$ cat src/rtl/latch_write_sequencer_if.sv
// -----------------------------------------------------------------------------
// latch_write_sequencer_if
//
// Upstream write handshake for latch_write_sequencer.
//   in_data  : word to write (WIDTH bits), driven by the master
//   in_valid : in_data is valid, driven by the master
//   in_ready : sequencer can accept a word this cycle, driven by the slave
// A word is transferred on a rising edge where in_valid and in_ready are both 1.
// The master must hold in_data/in_valid until the word is accepted.
// -----------------------------------------------------------------------------
interface latch_write_sequencer_if #(
    parameter int WIDTH = 8
);
    logic [WIDTH-1:0] in_data;
    logic             in_valid;
    logic             in_ready;

    modport master (
        output in_data,
        output in_valid,
        input  in_ready
    );

    modport slave (
        input  in_data,
        input  in_valid,
        output in_ready
    );
endinterface

$ cat src/rtl/latch_write_sequencer.sv
// -----------------------------------------------------------------------------
// latch_write_sequencer
//
// Drives a bank of WIDTH transparent D latches. Each word accepted over the
// valid/ready handshake is presented on D, an enable pulse is generated on E
// with programmable setup / pulse / hold margins, and the latch Q outputs are
// read back at the end of the hold window and compared with the written word.
//
// Ports:
//   clk      : rising-edge clock
//   rst      : synchronous, active-high reset
//   up       : write handshake (in_data / in_valid / in_ready), slave side
//   D        : data to the latch bank D inputs (registered)
//   E        : latch enable, transparent when 1 (registered)
//   Q        : latch bank Q readback
//   busy     : a write sequence is in progress
//   done     : one-cycle pulse, write sequence finished (registered)
//   err      : valid with done, readback differed from the written word
//   err_cnt  : saturating count of mismatches since reset (registered)
//
// Timing for an accept at edge N (S/P/H = SETUP/PULSE/HOLD_CYC):
//   E is 1 after edges N+S .. N+S+P-1, done is 1 after edge N+S+P+H,
//   in_ready is 1 again after edge N+S+P+H+1.
// -----------------------------------------------------------------------------
module latch_write_sequencer #(
    parameter int WIDTH     = 8,
    parameter int SETUP_CYC = 1,
    parameter int PULSE_CYC = 2,
    parameter int HOLD_CYC  = 1,
    parameter int ERRCNT_W  = 8
) (
    input  logic                    clk,
    input  logic                    rst,
    latch_write_sequencer_if.slave  up,
    output logic [WIDTH-1:0]        D,
    output logic                    E,
    input  logic [WIDTH-1:0]        Q,
    output logic                    busy,
    output logic                    done,
    output logic                    err,
    output logic [ERRCNT_W-1:0]     err_cnt
);

    // Dwell counter is wide enough for the longest of the three windows.
    localparam int MAX_SP  = (SETUP_CYC > PULSE_CYC) ? SETUP_CYC : PULSE_CYC;
    localparam int MAX_CYC = (MAX_SP > HOLD_CYC) ? MAX_SP : HOLD_CYC;
    localparam int CNT_W   = $clog2(MAX_CYC + 1);

    // The counter is loaded with (dwell - 1) on state entry and the state is
    // left on the edge where it reads zero, giving exactly `dwell` cycles.
    localparam logic [CNT_W-1:0] SETUP_LD = CNT_W'(SETUP_CYC - 1);
    localparam logic [CNT_W-1:0] PULSE_LD = CNT_W'(PULSE_CYC - 1);
    localparam logic [CNT_W-1:0] HOLD_LD  = CNT_W'(HOLD_CYC - 1);

    typedef enum logic [2:0] {
        S_IDLE  = 3'd0,
        S_SETUP = 3'd1,
        S_PULSE = 3'd2,
        S_HOLD  = 3'd3,
        S_CHECK = 3'd4
    } state_t;

    state_t              state_q;
    logic [CNT_W-1:0]    cnt_q;
    logic [WIDTH-1:0]    word_q;
    logic [WIDTH-1:0]    d_q;
    logic                e_q;
    logic                done_q;
    logic                err_q;
    logic [ERRCNT_W-1:0] err_cnt_q;

    logic [ERRCNT_W-1:0] err_cnt_d;
    logic                mismatch_d;

    // Saturating increment of the error counter and the readback compare.
    always_comb begin
        err_cnt_d  = (err_cnt_q == '1) ? err_cnt_q : err_cnt_q + ERRCNT_W'(1);
        mismatch_d = (Q != word_q);
    end

    always_ff @(posedge clk) begin
        if (rst) begin
            state_q   <= S_IDLE;
            cnt_q     <= '0;
            word_q    <= '0;
            d_q       <= '0;
            e_q       <= 1'b0;
            done_q    <= 1'b0;
            err_q     <= 1'b0;
            err_cnt_q <= '0;
        end else begin
            // done/err are single-cycle pulses, only set when entering CHECK.
            done_q <= 1'b0;
            err_q  <= 1'b0;
            case (state_q)
                S_IDLE: begin
                    // D only ever changes here, while E is known to be 0.
                    if (up.in_valid) begin
                        word_q  <= up.in_data;
                        d_q     <= up.in_data;
                        cnt_q   <= SETUP_LD;
                        state_q <= S_SETUP;
                    end
                end
                S_SETUP: begin
                    if (cnt_q == '0) begin
                        e_q     <= 1'b1;
                        cnt_q   <= PULSE_LD;
                        state_q <= S_PULSE;
                    end else begin
                        cnt_q <= cnt_q - 1'b1;
                    end
                end
                S_PULSE: begin
                    if (cnt_q == '0) begin
                        e_q     <= 1'b0;
                        cnt_q   <= HOLD_LD;
                        state_q <= S_HOLD;
                    end else begin
                        cnt_q <= cnt_q - 1'b1;
                    end
                end
                S_HOLD: begin
                    // Q is sampled on the edge that closes the hold window.
                    if (cnt_q == '0) begin
                        done_q  <= 1'b1;
                        err_q   <= mismatch_d;
                        if (mismatch_d) begin
                            err_cnt_q <= err_cnt_d;
                        end
                        state_q <= S_CHECK;
                    end else begin
                        cnt_q <= cnt_q - 1'b1;
                    end
                end
                S_CHECK: begin
                    state_q <= S_IDLE;
                end
                default: begin
                    e_q     <= 1'b0;
                    state_q <= S_IDLE;
                end
            endcase
        end
    end

    // in_ready is also gated by rst so nothing is offered while in reset.
    assign up.in_ready = (state_q == S_IDLE) && !rst;
    assign busy        = (state_q != S_IDLE);
    assign D           = d_q;
    assign E           = e_q;
    assign done        = done_q;
    assign err         = err_q;
    assign err_cnt     = err_cnt_q;

endmodule

$ cat src/flat_wrapper.sv
// flat-port wrapper written by rule: the top's interface ports become plain ports
module latch_write_sequencer_flat 
#(
    parameter int WIDTH     = 8,
    parameter int SETUP_CYC = 1,
    parameter int PULSE_CYC = 2,
    parameter int HOLD_CYC  = 1,
    parameter int ERRCNT_W  = 8
)
  (clk, rst, D, E, Q, busy, done, err, err_cnt, up_in_data, up_in_valid, up_in_ready);
  latch_write_sequencer_if #(.WIDTH(WIDTH)) up_i ();
  input  logic clk;
  input  logic rst;
  output logic [WIDTH-1:0] D;
  output logic E;
  input  logic [WIDTH-1:0] Q;
  output logic busy;
  output logic done;
  output logic err;
  output logic [ERRCNT_W-1:0] err_cnt;
  input wire logic [$bits(up_i.in_data)-1:0] up_in_data;
  input wire logic [$bits(up_i.in_valid)-1:0] up_in_valid;
  output wire logic [$bits(up_i.in_ready)-1:0] up_in_ready;
  assign up_i.in_data = up_in_data;
  assign up_i.in_valid = up_in_valid;
  assign up_in_ready = up_i.in_ready;
  latch_write_sequencer #(.WIDTH(WIDTH), .SETUP_CYC(SETUP_CYC), .PULSE_CYC(PULSE_CYC), .HOLD_CYC(HOLD_CYC), .ERRCNT_W(ERRCNT_W)) u_core (.clk(clk), .rst(rst), .up(up_i), .D(D), .E(E), .Q(Q), .busy(busy), .done(done), .err(err), .err_cnt(err_cnt));
endmodule
$ cat config.mk
export PLATFORM = sky130hd
export DESIGN_NAME = latch_write_sequencer_flat
export DESIGN_NICKNAME = d
export VERILOG_FILES = /design/src/rtl/latch_write_sequencer_if.sv /design/src/rtl/latch_write_sequencer.sv /design/src/flat_wrapper.sv
export SDC_FILE = /design/constraint.sdc
export NUM_CORES = 1
export LEC_CHECK = 0
export ABC_CLOCK_PERIOD_IN_PS = 1900
export CORE_MARGIN = 3
export CORE_UTILIZATION = 40
export CTS_CLUSTER_SIZE = 16
export DETAILED_ROUTE_END_ITERATION = 6
export PLACE_DENSITY = 0.75
export SLEW_MARGIN = 40
export SYNTH_ARGS = -nofsm -noshare
export SYNTH_HDL_FRONTEND = slang
export SYNTH_SLANG_ARGS = --single-unit
export TNS_END_PERCENT = 5
$ cat constraint.sdc
create_clock -name clk -period 1.9 [get_ports clk]
set_clock_uncertainty 0.1 [all_clocks]
set_input_delay 0.475 -clock clk [delete_from_list [all_inputs] [get_ports clk]]
set_output_delay 0.475 -clock clk [all_outputs]
set_load 0.02 [all_outputs]
==> impl_metrics.py <==
metrics = {
    "outcome": {
        "status": "finished clean",
    },
    "floorplan": {
        "coreArea_mm2": 0.00261,
        "die_h_um": 59.9,
        "die_w_um": 59.9,
        "die_area_mm2": 0.00359,
        "floorplan.initialDensity_pct": 44.5,
        "rows": 18,
        "ioPinCount": 40,
    },
    "yosys": {
        "ys_warn_count": 0,
        "postSynthAreaPerCell_um2": 8.48,
        "syn_area_mm2": 0.00116,
        "ys_ff_latch": 24,
        "syn-instance-count": 137,
        "syn_nets": 160,
        "seq_area_frac_synth_pct": 41.3,
        "ys_types": 28,
    },
    "final_layout": {
        "antenna_cells": 0,
        "nNetsFinal": 210,
        "final_core_util_pct": 65.4,
        "fin_cells": 215,
        "final_area_mm2": 0.00171,
        "drive_gt1_share_pct": 14.6,
        "syn_to_final_growth_pct": 46.9,
    },
    "timing": {
        "rsz0062_at_grt": "true",
        "maxSlewViolCount": 0,
        "holdWs_ns": 0.386,
        "worst_slack_ns": 0.0136,
        "worstMarginPinSlew_ns": 0.315,
        "setup_viol": 0,
        "setup_tns_ns": 0,
        "hold_viol": 0,
        "maxSlewHeadroom_pct": 78.9,
        "period_minus_slack_ns": 1.89,
        "fmax_ghz": 0.530,
        "finalCritPeriodShare_pct": 99.3,
    },
    "placement": {
        "portBuffers": 39,
        "dp.cells": 211,
        "place_ws_ns": -0.335,
        "gp_congestion": 0.822,
        "placed_area_mm2": 0.00164,
        "hpwl_um": 2080,
    },
    "setup_path": {
        "cp-start-kind": "input port",
        "cp_slowest_cell": "or4_4",
        "critPathMaxFanout": 14,
        "arrival_ns": 2.02,
        "critPathKind": "input port to register",
        "worst_path_largest_cell_delay_ns": 0.51,
        "cp_cell_sequence": "clkdlybuf4s50_1 -> xnor2_1 -> nand4_1 -> o21bai_4 -> or4_4 -> a21oi_2",
        "required_ns": 2.04,
        "end_kind": "register",
    },
    "detailed_routing": {
        "drc_errors": 0,
        "via_per_inst": 5.42,
        "via_count": 1165,
        "drtPass1Iterations": 4,
        "drtIter0Drc": 29,
        "routed_wl_um": 2840,
        "avgRoutedWirePerCell_um": 13.2,
        "ant_nets": 0,
    },
    "hold_path": {
        "hp-class": "register to register",
    },
    "global_route": {
        "grt_pass1_vias": 1143,
        "antenna_found_initial": 0,
        "grtUsageTotal_pct": 16.9,
        "grt_pass1_wl_um": 4670,
        "gr-total-overflow": 0,
        "grt_max_degree": 24,
    },
    "pwr": {
        "power_density_mw_per_mm2": 787,
        "ir_drop_uv": 468,
        "fin_total_pwr_mw": 1.34,
        "p_leak_nw": 0.812,
    },
    "clock_tree": {
        "cts_htree_levels": 1,
        "cts.sinks": 24,
        "cts_buffers": 3,
        "clock_path_buffers": 2,
        "clk_pin_slew_ns": 0.11,
        "cts_root_buffer": "clkbuf_4",
        "clk_latency_ns": 0.29,
        "cts_tree": "built",
    },
    "job": {
        "maxCapViolCount": 0,
    },
}
repair_timing:
| item | in CTS | in global routing |
|---|---|---|
| gates resized for setup | 16 | 19 |
| endpoints found under the setup margin | 13 | 14 |
| pin swaps | 0 | 1 |
| buffers inserted | 0 | 1 |
| hold buffers | 0 | 0 |
final cells by class:
class / count / area (um^2)
Clock buffer: 3 / 22.5
Fill cell: 231 / 905
Inverter: 5 / 18.8
Multi-Input combinational cell: 102 / 658
Sequential cell: 24 / 482
Tap cell: 30 / 37.5
Timing Repair Buffer: 51 / 489
worst paths after layout:
| kind | endpoint | startpoint | slack [ns] | cells after the start |
|---|---|---|---|---|
| worst min register to register | u_core.word_q[4] | u_core.word_q[4] | 0.39 | 2 |
| worst min-delay path | u_core.word_q[4] | u_core.word_q[4] | 0.39 | 2 |
| worst max register to register | u_core.err_cnt[5] | u_core.cnt_q[1] | 0.03 | 7 |
| worst max-delay path | u_core.err_cnt[5] | Q[7] | 0.01 | 6 |
synth_stat cells:
master,number,area share [%]
dfxtp_1,24,41
nand2_1,22,7.1
a21oi_1,17,7.3
nor2_1,10,3.2
xnor2_1,8,6.0
o21ai_0,7,3.0
inv_1,5,1.6
clkbuf_1,4,1.3
ha_1,4,4.3
nand3_1,4,1.7
nand4_1,3,1.6
nor3_1,3,1.3
o31ai_1,3,1.9
or3_1,3,1.6
or4_1,3,1.9
buf_6,2,1.9
mux2i_1,2,1.7
o21a_1,2,1.3
xor2_1,2,1.5
a22o_1,1,0.75
a2bb2oi_1,1,0.75
a31oi_1,1,0.54
and2_1,1,0.54
and2b_1,1,0.65
nand4b_4,1,2.0
o211ai_1,1,0.65
o21bai_1,1,0.65
o21bai_4,1,1.6
metal layers:
layer,routed length (um),vias up,GRT usage (%)
met5,0,-,0
met4,15,0,5.06
met3,194,2,3.46
met2,1430,49,30.1
met1,1200,542,20.1
li1,-,572,-
power by group:
| group | internal [mW] | switching [mW] |
|---|---|---|
| Sequential | 0.554 | 0.0388 |
| Combinational | 0.275 | 0.277 |
| Clock | 0.0737 | 0.127 |
| Total | 0.902 | 0.443 |
cells by family (layout without fill, tap and decap cells):
family / count (synthesis) / count (layout) / synth area share (%)
compound gates: 35 / 35 / 18.5
xor+xnor: 10 / 10 / 7.54
flops: 24 / 24 / 41.3
fa+ha+maj: 4 / 4 / 4.31
simple gates: 51 / 51 / 21.7
buf+inv: 11 / 59 / 4.84
mux: 2 / 2 / 1.72
sequential cells by signal (all words and copies together) (netlist names):
signal,flops
u_core.err,1
u_core.state_q,3
u_core.done,1
u_core.cnt_q,2
u_core.word_q,8
u_core.err_cnt,8
u_core.E,1
worst max-delay path, delay by kind of cell:
kind / cells / cell delay [ns]
AND/OR/NAND/NOR: 2 / 0.69
buffers and inverters: 1 / 0.42
AO/OA/AOI/OAI: 2 / 0.30
XOR/XNOR: 1 / 0.13
cells in the final DEF, fill, tap and decap left out, types with 7 or more instances in the layout:
cell             netlist  routed
dlygate4sd2_1          0       8
dfxtp_1               24      23
nand2_1               22      22
dlymetal6s2s_1         0       9
o21ai_0                7       7
xnor2_1                8       8
a21oi_1               17      15
nor2_1                10      10
buf_4                  0      12
clkdlybuf4s50_1        0      20
Note: power is estimated with default switching activity, not from simulation.
